===== src/rtl/mux_sched_pkg.sv =====
// Shared types and helpers for the round-robin mux scheduler (build option: MUX_SCHED_LOCK_EN).
// Latency: none (package only).
// Backpressure: not applicable.
package mux_sched_pkg;

    localparam int NUM_REQ = 8;
    localparam int SEL_W   = 3;

    typedef enum logic {
        IDLE  = 1'b0,
        GRANT = 1'b1
    } sched_state_t;

    function automatic logic [NUM_REQ-1:0] onehot8(input logic [SEL_W-1:0] sel);
        logic [NUM_REQ-1:0] oh;
        oh      = '0;
        oh[sel] = 1'b1;
        return oh;
    endfunction

endpackage


===== src/rtl/mux8.sv =====
// Shared 8:1 single-bit mux tree.
// Latency: purely combinational.
// Backpressure: none.
module mux8 (
    input  logic [7:0] din,
    input  logic [2:0] sel,
    output logic       y
);

    logic [3:0] lvl1;
    logic [1:0] lvl2;

    always_comb begin
        for (int k = 0; k < 4; k++) begin
            lvl1[k] = sel[0] ? din[2*k+1] : din[2*k];
        end
        for (int k = 0; k < 2; k++) begin
            lvl2[k] = sel[1] ? lvl1[2*k+1] : lvl1[2*k];
        end
        y = sel[2] ? lvl2[1] : lvl2[0];
    end

endmodule


===== src/rtl/rr_pick8.sv =====
// Rotating first-set-bit finder over eight requests, starting at ptr.
// Latency: purely combinational.
// Backpressure: none; the result is valid whenever found is high.
module rr_pick8
    import mux_sched_pkg::*;
(
    input  logic [NUM_REQ-1:0] req,
    input  logic [SEL_W-1:0]   ptr,
    output logic               found,
    output logic [SEL_W-1:0]   idx
);

    logic [2*NUM_REQ-1:0] dbl;
    logic [NUM_REQ-1:0]   rot;
    logic [SEL_W-1:0]     pos;

    // Rotate so that bit 0 of rot is the requester at ptr.
    assign dbl = {req, req};
    assign rot = dbl[ptr +: NUM_REQ];

    always_comb begin
        pos = '0;
        for (int k = NUM_REQ - 1; k >= 0; k--) begin
            if (rot[k]) begin
                pos = SEL_W'(k);
            end
        end
    end

    assign found = |req;
    assign idx   = ptr + pos;

endmodule


===== src/rtl/mux_rr_sched.sv =====
// Round-robin owner of the shared 8:1 mux select, up to BURST cycles per grant (option MUX_SCHED_LOCK_EN).
// Latency: grant registered one edge after the request is sampled; y is combinational from sel and din.
// Backpressure: owner releases by dropping req; lock (when built in) extends a burst past BURST.
module mux_rr_sched
    import mux_sched_pkg::*;
#(
    parameter int BURST = 4
) (
    input  logic               clk,
    input  logic               rst_n,
    input  logic [NUM_REQ-1:0] req,
    input  logic [NUM_REQ-1:0] din,
`ifdef MUX_SCHED_LOCK_EN
    input  logic [NUM_REQ-1:0] lock,
`endif
    output logic [SEL_W-1:0]   sel,
    output logic [NUM_REQ-1:0] gnt,
    output logic               busy,
    output logic               y
);

    localparam int             CNT_W   = $clog2(BURST + 1);
    localparam logic [CNT_W-1:0] CNT_MAX = CNT_W'(BURST);

    sched_state_t       state_q, state_d;
    logic [SEL_W-1:0]   sel_q, sel_d;
    logic [NUM_REQ-1:0] gnt_q, gnt_d;
    logic               busy_q, busy_d;
    logic [SEL_W-1:0]   ptr_q, ptr_d;
    logic [CNT_W-1:0]   cnt_q, cnt_d;

    logic [SEL_W-1:0]   pick_ptr;
    logic               pick_found;
    logic [SEL_W-1:0]   pick_idx;
    logic               owner_req;
    logic               at_max;
    logic               hold_lock;
    logic               release_grant;
    logic               mux_y;

    // While granted, the picker already looks from the slot after the owner so
    // a release can regrant in the same cycle.
    assign pick_ptr = (state_q == GRANT) ? sel_q + SEL_W'(1) : ptr_q;

    rr_pick8 u_pick (
        .req   (req),
        .ptr   (pick_ptr),
        .found (pick_found),
        .idx   (pick_idx)
    );

    assign owner_req = req[sel_q];
    assign at_max    = (cnt_q == CNT_MAX);

`ifdef MUX_SCHED_LOCK_EN
    assign hold_lock = lock[sel_q] & owner_req;
`else
    assign hold_lock = 1'b0;
`endif

    assign release_grant = !owner_req || (at_max && !hold_lock);

    always_comb begin
        state_d = state_q;
        sel_d   = sel_q;
        gnt_d   = gnt_q;
        busy_d  = busy_q;
        ptr_d   = ptr_q;
        cnt_d   = cnt_q;
        case (state_q)
            IDLE: begin
                if (pick_found) begin
                    state_d = GRANT;
                    sel_d   = pick_idx;
                    gnt_d   = onehot8(pick_idx);
                    busy_d  = 1'b1;
                    cnt_d   = CNT_W'(1);
                end
            end
            GRANT: begin
                if (release_grant) begin
                    ptr_d = sel_q + SEL_W'(1);
                    if (pick_found) begin
                        sel_d = pick_idx;
                        gnt_d = onehot8(pick_idx);
                        cnt_d = CNT_W'(1);
                    end else begin
                        state_d = IDLE;
                        gnt_d   = '0;
                        busy_d  = 1'b0;
                        cnt_d   = '0;
                    end
                end else if (!at_max) begin
                    cnt_d = cnt_q + CNT_W'(1);
                end
            end
            default: begin
                state_d = IDLE;
                gnt_d   = '0;
                busy_d  = 1'b0;
            end
        endcase
    end

    always_ff @(posedge clk or negedge rst_n) begin
        if (!rst_n) begin
            state_q <= IDLE;
            sel_q   <= '0;
            gnt_q   <= '0;
            busy_q  <= 1'b0;
            ptr_q   <= '0;
            cnt_q   <= '0;
        end else begin
            state_q <= state_d;
            sel_q   <= sel_d;
            gnt_q   <= gnt_d;
            busy_q  <= busy_d;
            ptr_q   <= ptr_d;
            cnt_q   <= cnt_d;
        end
    end

    mux8 u_mux (
        .din (din),
        .sel (sel_q),
        .y   (mux_y)
    );

    assign sel  = sel_q;
    assign gnt  = gnt_q;
    assign busy = busy_q;
    assign y    = mux_y & busy_q;

endmodule


===== config.mk =====
export PLATFORM = sky130hd
export DESIGN_NAME = mux_rr_sched
export DESIGN_NICKNAME = d
export VERILOG_FILES = /design/src/rtl/mux_sched_pkg.sv /design/src/rtl/mux8.sv /design/src/rtl/rr_pick8.sv /design/src/rtl/mux_rr_sched.sv
export SDC_FILE = /design/constraint.sdc
export NUM_CORES = 1
export LEC_CHECK = 0
export ABC_CLOCK_PERIOD_IN_PS = 8900
export BUFFER_PORTS_ARGS = -buffer_cell sky130_fd_sc_hd__buf_2
export CAP_MARGIN = 20
export CORE_ASPECT_RATIO = 0.7
export CORE_MARGIN = 5
export CORE_UTILIZATION = 50
export CTS_CLUSTER_DIAMETER = 120
export CTS_CLUSTER_SIZE = 10
export DETAILED_ROUTE_END_ITERATION = 6
export GPL_ROUTABILITY_DRIVEN = 0
export GPL_TIMING_DRIVEN = 0
export PLACE_DENSITY = 0.85
export SETUP_SLACK_MARGIN = 0.4
export SLEW_MARGIN = 25
export SYNTH_ARGS = -nofsm -noshare
export SYNTH_HDL_FRONTEND = slang
export SYNTH_SLANG_ARGS = --single-unit

===== constraint.sdc =====
create_clock -name clk -period 8.9 [get_ports clk]
set_input_delay 1.335 -clock clk [delete_from_list [all_inputs] [get_ports clk]]
set_output_delay 1.335 -clock clk [all_outputs]
set_load 0.005 [all_outputs]

Word level (Yosys, flattened, before mapping)

Cells that the tools add are included.

Bitwise logic cells: 2
Magnitude comparators: 3
Add/subtract/negate cells: 3
Muxes and demuxes: 39
Shift operators: 1
Reductions and logical operators: 8
Equality and inequality tests: 5

Operator list:

| cell                | count |
|---|---|
| $mux 3              | 14 |
| $mux 8              | 3 |
| $pmux 8 s2          | 1 |
| $shiftx 16x4->8     | 1 |
| $mux 1              | 15 |
| $pmux 3 s2          | 2 |
| $lt 3x4->1 const B  | 2 |
| $reduce_or 8->1     | 1 |
| $add 3x1->3 const B | 2 |
| $reduce_and 2->1    | 3 |
| $ne 2x2->1 const B  | 2 |
| $pmux 1 s2          | 2 |
| $add 3x3->3         | 1 |
| $bmux 1 s3          | 1 |
| $demux 1 s3         | 1 |
| $eq 3x3->1 const B  | 1 |
| $ge 3x1->1 const B  | 1 |
| $ne 3x2->1 const B  | 1 |
| $reduce_and 3->1    | 1 |
| $ne 2x1->1 const B  | 1 |
| $and 1x1->1         | 1 |
| $logic_and 1x1->1   | 1 |
| $logic_not 1->1     | 1 |
| $logic_or 1x1->1    | 1 |
| $not 1->1           | 1 |

Bits in registers: 19
Bits of input ports: 18
Output and inout port bits: 13

Logic depth before layout (Yosys ltp)

Gate-level depths: netlist of the first run.

Word-level depth: 19
Depth in mapped cells: 13

By module

A second synthesis of the first run with hierarchy kept.

Cell total of the unflattened synthesis: 142
Area total of the unflattened synthesis: 1629.1 um^2

Modules (own cells, without submodules):

| module       | cells each | instances | seq. area each (um^2) | area an instance (um^2) |
|---|---|---|---|---|
| mux_rr_sched | 89         | 1         | 475.5                 | 1046.0 |
| rr_pick8     | 50         | 1         | 0.0                   | 519.2 |
| mux8         | 3          | 1         | 0.0                   | 63.8 |

Worst setup path after synthesis of the first run

No wires, ideal clock.

Kind: input-to-reg
From: input req[4]
To: register gnt_q[1], in the netlist gnt[1]
Required time: 8.778 ns
Cell stages on the path: 10
Slack: 5.161 ns
Arrival time: 3.617 ns
Buffers on the path: 1
Cell sequence: clkbuf_1 nor2b_1 a2111oi_0 a2111oi_0 a211o_1 and4_1 fa_1 xnor2_1 xnor2_1 a32o_1

Longest elaborated chain between the ends: 17
Elaborated cells on any way between the ends: 27

Ends and longest elaborated chain:

| element                                                        | RTL line            | RTL |
|---|---|---|
| from (decl)                                                    | mux_rr_sched.sv:11  | `input logic [NUM_REQ-1:0] req,` |
| $shiftx 16x4->8                                                | rr_pick8.sv:19      | `assign rot = dbl[ptr +: NUM_REQ];` |
| $mux 3 (8 in a row)                                            | rr_pick8.sv:24      | `if (rot[k]) begin` |
| $add 3x3->3                                                    | rr_pick8.sv:31      | `assign idx = ptr + pos;` |
| $lt 3x4->1 (not written as such) or $ge 3x1->1 (tied branches) | mux_sched_pkg.sv:17 | `oh[sel] = 1'b1;` |
| $logic_and 1x1->1 (not written as such)                        | mux_sched_pkg.sv:17 |  |
| $mux 1 (not written as such)                                   | mux_sched_pkg.sv:17 |  |
| $demux 1 s3                                                    | mux_sched_pkg.sv:17 |  |
| $mux 8                                                         | mux_rr_sched.sv:83  | `if (pick_found) begin` |
| $mux 8                                                         | mux_rr_sched.sv:81  | `if (release_grant) begin` |
| $pmux 8 s2                                                     | mux_rr_sched.sv:70  | `case (state_q)` |
| to (signal assigned)                                           | mux_rr_sched.sv:116 | `gnt_q <= gnt_d;` |
| to (decl)                                                      | mux_rr_sched.sv:27  | `logic [NUM_REQ-1:0] gnt_q, gnt_d;` |

Several ways; a longest one is shown, not always the timed one. The select of a mux whose other input is x is not followed.
A chain may end at the register's enable or synchronous reset.

Worst setup path after layout of the first run

From: register sel_q[1], in the netlist sel[1]
To: register gnt_q[1], in the netlist gnt[1]

Longest elaborated chain between the ends: 19
Elaborated cells on any way between the ends: 27

Ends and longest elaborated chain:

| element                                                        | RTL line            | RTL |
|---|---|---|
| from (decl)                                                    | mux_rr_sched.sv:26  | `logic [SEL_W-1:0] sel_q, sel_d;` |
| from (signal assigned)                                         | mux_rr_sched.sv:115 | `sel_q <= sel_d;` |
| $add 3x1->3                                                    | mux_rr_sched.sv:43  | `assign pick_ptr = (state_q == GRANT) ? sel_q + SEL_W'(1) : ptr_q;` |
| $mux 3                                                         | mux_rr_sched.sv:43  |  |
| $shiftx 16x4->8                                                | rr_pick8.sv:19      |  |
| $mux 3 (8 in a row)                                            | rr_pick8.sv:24      |  |
| $add 3x3->3                                                    | rr_pick8.sv:31      |  |
| $lt 3x4->1 (not written as such) or $ge 3x1->1 (tied branches) | mux_sched_pkg.sv:17 |  |
| $logic_and 1x1->1 (not written as such)                        | mux_sched_pkg.sv:17 |  |
| $mux 1 (not written as such)                                   | mux_sched_pkg.sv:17 |  |
| $demux 1 s3                                                    | mux_sched_pkg.sv:17 |  |
| $mux 8                                                         | mux_rr_sched.sv:83  |  |
| $mux 8                                                         | mux_rr_sched.sv:81  |  |
| $pmux 8 s2                                                     | mux_rr_sched.sv:70  |  |

Several ways; a longest one is shown, not always the timed one. The select of a mux whose other input is x is not followed.

==> results of run 1 <==
## cell type report
class	count	area, µm²
inverters	13	48.8
flip-flops and latches	19	475
fillers	291	1270
multi-input cells	139	1090
repair buffers	28	140
clock buffers	3	41.3
plain buffers	9	52.6
clock inverters	1	5.00
well taps	38	47.5
## stage by stage
step	area, µm²	worst slack, ns	hold slack (ns)
after detailed placement	1850	4.75	0.470
after global routing	1900	4.52	0.515
after global placement	1850	4.85	0.464
final	1900	4.79	0.479
after CTS	1900	4.80	0.486
after floorplan	1660	5.16	0.451
## worst min path at each step
stage	endpoint	cells past startpoint	slack [ns]	start
after floorplan	ptr_q[0]	2	0.45	ptr_q[0]
after global placement	gnt[2]	2	0.46	gnt[2]
after detailed placement	gnt[2]	2	0.47	gnt[2]
after CTS	gnt[2]	2	0.49	gnt[2]
after global routing	gnt[0]	2	0.52	gnt[0]
final	gnt[2]	2	0.48	gnt[2]
## metal layers
layer | track usage | wire [µm] | vias up
met5 | 0 | 0 | -
li1 | - | - | 730
met2 | 0.293 | 1790 | 62
met1 | 0.271 | 1860 | 722
met3 | 0.0450 | 338 | 0
met4 | 0.0147 | 0 | 0
## Yosys cell counts, types with 3 or more instances
library cell / n / share of area
nand2_1: 21 / 0.047
dfrtp_1: 19 / 0.29
mux2i_1: 15 / 0.090
nor2_1: 14 / 0.032
inv_1: 11 / 0.025
o21ai_0: 10 / 0.030
a21oi_1: 8 / 0.024
mux4_2: 5 / 0.068
a2111oi_0: 4 / 0.021
a32o_1: 4 / 0.024
clkbuf_1: 4 / 0.0090
ha_1: 4 / 0.030
nor2b_1: 4 / 0.015
xnor2_1: 4 / 0.021
a211oi_1: 3 / 0.014
a22oi_1: 3 / 0.014
buf_2: 3 / 0.0090
mux2_2: 3 / 0.020
nand2b_1: 3 / 0.011
## registers in the layout (all words and copies together) (netlist names)
| signal | flops |
|---|---|
| gnt | 8 |
| cnt_q | 3 |
| ptr_q | 3 |
| sel | 3 |
| busy | 1 |
| state_q | 1 |
## worst register-to-register path: stages, from the launching register on
cell and delay [ns]:
dfrtp_1 0.50, ha_1 0.30, xor2_2 0.21, a21oi_4 0.32
buf_6 0.22, mux2i_1 0.28, nand2_1 0.08, a21boi_1 0.35
mux2i_1 0.14, o311a_1 0.33, fa_1 0.41, xnor2_1 0.18
xnor2_1 0.47, a32o_1 0.25
## cells by family after synthesis
family,count (synthesis),share of synthesized area
compound gates,52,0.243
flops,19,0.286
simple gates,53,0.154
xor+xnor,6,0.0361
fa+ha+maj,5,0.0421
buf+inv,22,0.0609
mux,23,0.178
==> results.json, run 1 <==
{
  "path_cells": "ha_1 > xor2_2 > a21oi_4 > buf_6 > mux2i_1 > nand2_1 > a21boi_1 > mux2i_1 > o311a_1 > fa_1 > xnor2_1 > xnor2_1 > a32o_1",
  "syn_area_um2": 1660,
  "maxSlewViolCount": 0,
  "row_count": 17,
  "endpoint": "gnt[1]",
  "finalCritPeriodShare": 0.462,
  "min_period_ns": 4.11,
  "synth_cells": 180,
  "nets": 236,
  "clockRootBuffer": "clkbuf_8",
  "critPathCaptureType": "flip-flop",
  "r2r_cells": 13,
  "drc": 0,
  "cts.repair.resized": 0,
  "cp_num_cells": 13,
  "dp_cells": 246,
  "startpoint": "sel[1]",
  "antenna_found_initial": 0,
  "fin_worst_skew_ns": 0.00296,
  "start_kind": "flip-flop",
  "syn_nets": 203,
  "reg2reg_slack_ns": 4.79,
  "dieArea_um2": 4600,
  "grt_pass1_vias": 1458,
  "antenna_cells": 0,
  "cts_sinks": 19,
  "setup_tns_ns": 0,
  "grt_pass1_wl_um": 6870,
  "worst-setup-path-type": "flip-flop to flip-flop",
  "core_area_um2": 3170,
  "grt_max_degree": 20,
  "fmax_mhz": 243,
  "cts_setup_buffers": 0,
  "ys_seq_elements": 19,
  "ant_nets": 0,
  "synth_cell_types": 48,
  "overflow": 0,
  "slowest_stage": "dfrtp_1",
  "critical_path_required_ns": 9.09,
  "syn_area_per_cell_um2": 9.24,
  "synth_seq_area_share": 0.286,
  "htreeDepth": 1,
  "rr_endpoint": "gnt[1]",
  "via_per_inst": 6.06,
  "numCtsBuffers": 3,
  "async_reset_ff_frac": 1.00,
  "crit_arrival_ns": 4.30,
  "grtUsageTotal": 0.186,
  "initial_utilization": 0.525,
  "die_x_um": 78.9,
  "clockBufferDepth": 2,
  "max-cap-violations": 0,
  "crit_family": "compound AO/OA/AOI/OAI gates",
  "tightest_slew_ns": 0.629,
  "clk_latency_ns": 0.25,
  "post-route-util": 0.599,
  "slowest_delay_ns": 0.50,
  "synth_edf_count": 0,
  "ys_warn_count": 0,
  "final-hold-violation-count": 0,
  "path_buf_inv": 1,
  "hp-class": "flip-flop to flip-flop",
  "rsz0062_at_grt": "no",
  "hold_buffers": 0,
  "die_h_um": 58.3,
  "ios": 31,
  "maxSlewHeadroom": 0.570,
  "worstReg2RegStart": "sel[1]",
  "final-setup-viol-count": 0,
  "path_max_fanout": 10,
  "mostFrequentLayoutCell": "buf_2",
  "num_vias": 1514,
  "synth_ff_type": "dfrtp_1",
  "path_clk_slew_ns": 0.07,
  "tritoncts": "done",
  "drive_gt1_frac": 0.259,
  "first_iter_violations": 254,
  "post_drt_wl_per_cell_um": 16.0,
  "syn2layout_area_growth_pct": 14.1,
  "final_cell_mix": "buf_2 (31), nand2_1 (21), dfrtp_1 (19)",
  "dr.pass1.iters": 5,
  "dpl.hpwl_um": 3150,
  "wirelength_um": 3990,
  "status": "completed",
  "stdcell_count": 250,
  "portBuffers": 28
}
Power of run 1 is not shown: default switching activity piles up to over one toggle a cycle in this logic, so the estimate is an artifact.
==> inputs of run 2 (changes only) <==
--- a/config.mk
+++ b/config.mk
@@ -5,7 +5,8 @@
 export SDC_FILE = /design/constraint.sdc
 export NUM_CORES = 1
 export LEC_CHECK = 0
-export ABC_CLOCK_PERIOD_IN_PS = 8900
+export ABC_AREA = 1
+export ABC_CLOCK_PERIOD_IN_PS = 3910
 export BUFFER_PORTS_ARGS = -buffer_cell sky130_fd_sc_hd__buf_2
 export CAP_MARGIN = 20
 export CORE_ASPECT_RATIO = 0.7
==> constraint.sdc (replaced) <==
create_clock -name clk -period 3.91 [get_ports clk]
set_input_delay 0.5865 -clock clk [delete_from_list [all_inputs] [get_ports clk]]
set_output_delay 0.5865 -clock clk [all_outputs]
set_load 0.005 [all_outputs]
==> run 2 against run 1 <==
Against the previous run: sequential share of layout area hardly changed; cell area rose by 0.59%; non-clock buffer count increased by 1; global-route usage shrank 1.4 points; core utilization grew 1.6 points; die area is 4.0% lower; via count is 14% higher; clock skew down 0.00052 ns; wire length is 0.55% higher; largest cell class unchanged; critical endpoint is now gnt[7].
==> results.json, run 2 <==
{
  "status": "completed",
  "synthMuxAreaShare": 0,
  "dieArea_um2": 4410,
  "yosys.area_share.simple": 0.455,
  "synth.top_cell.area_share": 0.300,
  "largest_register_ffs": 8,
  "min_period_ns": 3.31,
  "first_iter_violations": 109,
  "path_clk_slew_ns": 0.07,
  "design_area_um2": 1910,
  "grt_pass1_vias": 1521,
  "synth_top_area_cell": "dfrtp_1",
  "start_kind": "flip-flop",
  "slowest_delay_ns": 0.42,
  "max-cap-violations": 0,
  "crit_arrival_ns": 3.51,
  "die_x_um": 77.3,
  "reg2reg_slack_ns": 0.60,
  "nets": 314,
  "post_drt_wl_per_cell_um": 12.2,
  "num_vias": 1730,
  "row_count": 17,
  "synth_cells": 250,
  "synth_seq_area_share": 0.300,
  "worst-setup-path-type": "flip-flop to flip-flop",
  "maxSlewViolCount": 0,
  "yosysMostFrequentCell": "nand2_1",
  "synth_xor_area_frac": 0.0111,
  "fin_worst_skew_ns": 0.00244,
  "syn_nets": 273,
  "dpl.hpwl_um": 3030,
  "hp-class": "input port to async pin",
  "synth_edf_count": 0,
  "grt_max_degree": 20,
  "antenna_found_initial": 0,
  "numCtsBuffers": 3,
  "via_per_inst": 5.27,
  "grt_pass1_wl_um": 6390,
  "ios": 31,
  "critPathCaptureType": "flip-flop",
  "ys_seq_elements": 19,
  "final-hold-violation-count": 0,
  "drc": 0,
  "antenna_cells": 0,
  "slowest_stage": "dfrtp_2",
  "synth_fa_ha_area_frac": 0.0442,
  "overflow": 0,
  "drive_gt1_frac": 0.228,
  "syn_area_um2": 1580,
  "synth_top_family_by_area": "simple AND/OR/NAND/NOR gates",
  "wirelength_um": 4010,
  "core_area_um2": 3110,
  "synth_compound_area_frac": 0.118,
  "async_reset_ff_frac": 1.00,
  "tightest_slew_ns": 0.504,
  "htreeDepth": 1,
  "final-setup-viol-count": 0,
  "cts_sinks": 19,
  "portBuffers": 30,
  "tritoncts": "done",
  "syn2layout_area_growth_pct": 20.5,
  "syn_area_per_cell_um2": 6.34,
  "path_buf_inv": 6,
  "grtUsageTotal": 0.172,
  "yosys-top-cells-area": "dfrtp_1 (30%), nand2_1 (21%), nand3_1 (12%)",
  "maxSlewHeadroom": 0.662,
  "synth_ff_type": "dfrtp_1",
  "nFillCells": 286,
  "clk_latency_ns": 0.26,
  "die_h_um": 57.1,
  "placed_area_um2": 1780,
  "synth_cell_types": 25,
  "initial_utilization": 0.510,
  "crit_family": "simple AND/OR/NAND/NOR gates",
  "final_cell_mix": "nand2_1 (90), nand3_1 (35), buf_2 (31)",
  "dr.pass1.iters": 4,
  "path_max_fanout": 7,
  "setup_tns_ns": 0,
  "rsz0062_at_grt": "no",
  "ys_warn_count": 0,
  "ant_nets": 0,
  "critical_path_required_ns": 4.11,
  "cpMostUsedCell": "nand2_1",
  "clockBufferDepth": 2,
  "finalCritPeriodShare": 0.846,
  "synthTopCellsByCount": "nand2_1 (90), nand3_1 (37), inv_1 (24)",
  "mostFrequentLayoutCell": "nand2_1",
  "clockRootBuffer": "clkbuf_8",
  "fmax_mhz": 302,
  "path_cells": "ha_1 > inv_1 > o21ai_4 > buf_4 > buf_4 > nand3_1 > nand3_1 > nand2_1 > inv_1 > nand2_1 > nand2_1 > nand2_1 > nand2_1 > nand3_2 > inv_1 > fa_1 > xor2_2 > inv_1 > nand3_1 > nand2_1 > nor2_1 > nand4_1 > nand2_1"
}
-- run 2: kinds of logic after synthesis --
group,Yosys count
AND/OR/NAND/NOR,161
XOR/XNOR,2
AO/OA/AOI/OAI,34
buffers and inverters,29
adder cells (fa/ha/maj),5
flip-flops,19
-- run 2: area by class of cell --
| class | count | area, µm² | share of cell area |
|---|---|---|---|
| Tap cell | 38 | 47.5 | 0.0249 |
| Buffer | 2 | 12.5 | 0.00656 |
| Sequential cell | 19 | 478 | 0.250 |
| Timing Repair Buffer | 36 | 195 | 0.102 |
| Clock buffer | 3 | 41.3 | 0.0216 |
| Inverter | 27 | 101 | 0.0531 |
| Multi-Input combinational cell | 202 | 1030 | 0.538 |
| Clock inverter | 1 | 5.00 | 0.00262 |
-- run 2: what timing repair did --
item / 4_1_cts / 5_1_grt
endpoints found under the setup margin: 0 / 9
gates resized for setup: 0 / 7
hold buffers: 0 / 0
setup buffers: 0 / 6
-- run 2: path summary, 6_finish.rpt --
check | startpoint | endpoint | depth (start not counted)
min | rst_n | gnt[2] | 1
min in group clk | gnt[4] | gnt[4] | 2
min reg2reg | gnt[4] | gnt[4] | 2
max in group asynchronous | rst_n | sel[0] | 1
max reg2reg | sel[0] | gnt[7] | 23
max | sel[0] | gnt[7] | 23
-- run 2: stage by stage --
| stage | instances | setup WS [ns] | utilization | hold slack [ns] |
|---|---|---|---|---|
| 2_1_floorplan | 250 | 0.943 | - | 0.291 |
| 3_3_place_gp | 318 | 0.568 | 0.574 | 0.460 |
| 3_5_place_dp | 318 | 0.498 | 0.574 | 0.463 |
| 4_1_cts | 322 | 0.459 | 0.589 | 0.265 |
| 5_1_grt | 328 | 0.369 | 0.614 | 0.287 |
| 6_report | 328 | 0.601 | 0.614 | 0.253 |
-- run 2: metal layers --
layer	GRT usage	part of all wire	up-vias
li1	-	-	898
met1	0.241	0.47	794
met2	0.282	0.47	38
met3	0.0394	0.057	0
met4	0.0147	0	0
met5	0	0	-
Power of run 2 is left out for the same reason.
==> inputs of run 3 (changes only) <==
--- a/config.mk
+++ b/config.mk
@@ -6,7 +6,7 @@
 export NUM_CORES = 1
 export LEC_CHECK = 0
 export ABC_AREA = 1
-export ABC_CLOCK_PERIOD_IN_PS = 3910
+export ABC_CLOCK_PERIOD_IN_PS = 3000
 export BUFFER_PORTS_ARGS = -buffer_cell sky130_fd_sc_hd__buf_2
 export CAP_MARGIN = 20
 export CORE_ASPECT_RATIO = 0.7
@@ -17,7 +17,7 @@
 export DETAILED_ROUTE_END_ITERATION = 6
 export GPL_ROUTABILITY_DRIVEN = 0
 export GPL_TIMING_DRIVEN = 0
-export PLACE_DENSITY = 0.85
+export PLACE_DENSITY = 0.88
 export SETUP_SLACK_MARGIN = 0.4
 export SLEW_MARGIN = 25
 export SYNTH_ARGS = -nofsm -noshare
==> constraint.sdc (replaced) <==
create_clock -name clk -period 3 [get_ports clk]
set_input_delay 0.45 -clock clk [delete_from_list [all_inputs] [get_ports clk]]
set_output_delay 0.45 -clock clk [all_outputs]
set_load 0.005 [all_outputs]
==> run 3 against run 2 <==
Against the previous run: the flow now finishes with violations (DRC, setup timing); clock-buffer cell count is the same; via count rose by 12%; worst hold slack got worse by 0.14 ns; global-route usage up 1.8 points; non-clock buffer count rose by 7; core utilization increased by 10 points; cell count increased by 2.1%; wire length grew 29%; cell area is 17% higher; critical path depth unchanged.
==> results.json, run 3 (synthesized netlist as in run 2, its figures left out) <==
{
  "status": "finished with violations",
  "violations": "DRC, setup timing",
  "path_clk_slew_ns": 0.08,
  "drive_gt1_frac": 0.367,
  "antenna_cells": 0,
  "via_per_inst": 5.80,
  "post_drt_wl_per_cell_um": 15.5,
  "fmax_mhz": 327,
  "ant_nets": 0,
  "seqCellArea_um2": 478,
  "maxSlewHeadroom": 0.697,
  "final-hold-violation-count": 0,
  "mostFrequentLayoutCell": "nand2_1",
  "grt_pass1_vias": 1540,
  "antenna_found_initial": 0,
  "die_x_um": 77.3,
  "start_kind": "flip-flop",
  "clk_latency_ns": 0.26,
  "hold_slack_ns": 0.116,
  "r2r_cells": 23,
  "fin_worst_skew_ns": 0.00743,
  "initial_utilization": 0.510,
  "maxSlewViolCount": 0,
  "multi_input_area_um2": 1240,
  "htreeDepth": 1,
  "drc": 3,
  "syn2layout_area_growth_pct": 40.7,
  "row_count": 17,
  "critical_path_required_ns": 3.21,
  "nFillCells": 225,
  "first_iter_violations": 158,
  "path_max_fanout": 4,
  "die_h_um": 57.1,
  "hp-class": "input port to async pin",
  "reg2reg_slack_ns": -0.06,
  "grt_max_degree": 20,
  "nets": 321,
  "wirelength_um": 5180,
  "critPathCaptureType": "flip-flop",
  "design_area_um2": 2230,
  "fin_ws_ns": -0.0592,
  "clockBufferDepth": 2,
  "endpoint": "gnt[3]",
  "cts_sinks": 19,
  "max-cap-violations": 0,
  "worstReg2RegStart": "sel[0]",
  "dp_slack_ns": -0.178,
  "clockRootBuffer": "clkbuf_8",
  "tritoncts": "done",
  "numCtsBuffers": 3,
  "placed_area_um2": 1860,
  "core_area_um2": 3110,
  "met3_length_um": 418,
  "overflow": 0,
  "tightest_slew_ns": 0.449,
  "min_period_ns": 3.06,
  "final_cell_mix": "nand2_1 (81), buf_2 (31), inv_1 (21)",
  "worst-setup-path-type": "flip-flop to flip-flop",
  "finalCritPeriodShare": 1.02,
  "grt_pass1_wl_um": 7010,
  "rr_endpoint": "gnt[3]",
  "hold_buffers": 0,
  "met2_length_um": 2520,
  "portBuffers": 30,
  "dr.pass1.iters": 7,
  "largest_register_ffs": 8,
  "crit_arrival_ns": 3.26,
  "rsz0062_at_grt": "yes",
  "grtUsageTotal": 0.190,
  "wl_met1_um": 2170,
  "startpoint": "sel[0]",
  "top_layer": "met4",
  "dpl.hpwl_um": 3160,
  "ios": 31,
  "num_vias": 1943,
  "dieArea_um2": 4410,
  "final-setup-viol-count": 6
}
-- run 3: final cells by class --
cell class	count	share of cell area
timing repair buffer	43	0.136
tap	38	0.0213
buffer	2	0.00561
sequential	19	0.214
inverter	27	0.0466
clock buffer	3	0.0185
clock inverter	1	0.00225
multi-input combinational	202	0.555
-- run 3: repair_timing --
action                     CTS  global route
resized for setup           14            26
buffers inserted             7             5
setup endpoints to repair   10            10
cloned                       0             1
pin swaps                    4             6
-- run 3: critical path, stage by stage, from the launching register on --
cell,delay [ns]
dfrtp_2,0.46
ha_4,0.30
inv_4,0.04
o21ai_4,0.19
clkbuf_16,0.18
nand3_2,0.10
nand3_2,0.09
nand2_2,0.07
inv_1,0.05
nand2_1,0.04
nand2_1,0.05
nand2_1,0.05
nand2_1,0.08
nand2_2,0.08
nand3_4,0.07
inv_2,0.04
fa_2,0.36
xor2_2,0.20
inv_1,0.09
nand2_1,0.09
nand2_2,0.06
nor2_1,0.14
nand4_1,0.12
nand2_1,0.07
-- run 3: how the worst min path moves through the flow --
stage / start / to / slack, ns / cells past startpoint
6_report: rst_n / gnt[2] / 0.12 / 1
2_1_floorplan: rst_n / busy / 0.15 / 0
5_1_grt: rst_n / gnt[5] / 0.15 / 1
3_3_place_gp: rst_n / gnt[2] / 0.40 / 1
3_5_place_dp: rst_n / gnt[5] / 0.41 / 1
4_1_cts: rst_n / gnt[5] / 0.13 / 1
-- run 3: through the flow --
step           instances  setup TNS (ns)   util
3_3_place_gp         318          -0.689  0.600
3_5_place_dp         318           -1.24  0.600
5_1_grt              335           -1.86  0.718
6_report             335          -0.186  0.718
4_1_cts              329               0  0.659
2_1_floorplan        250               0      -
-- run 3: per-layer routing --
metal  track usage  up-vias
li1              -      914
met1         0.277      913
met2         0.306      106
met3        0.0394       10
met4       0.00980        0
met5             0        -
Power of run 3 is left out for the same reason.
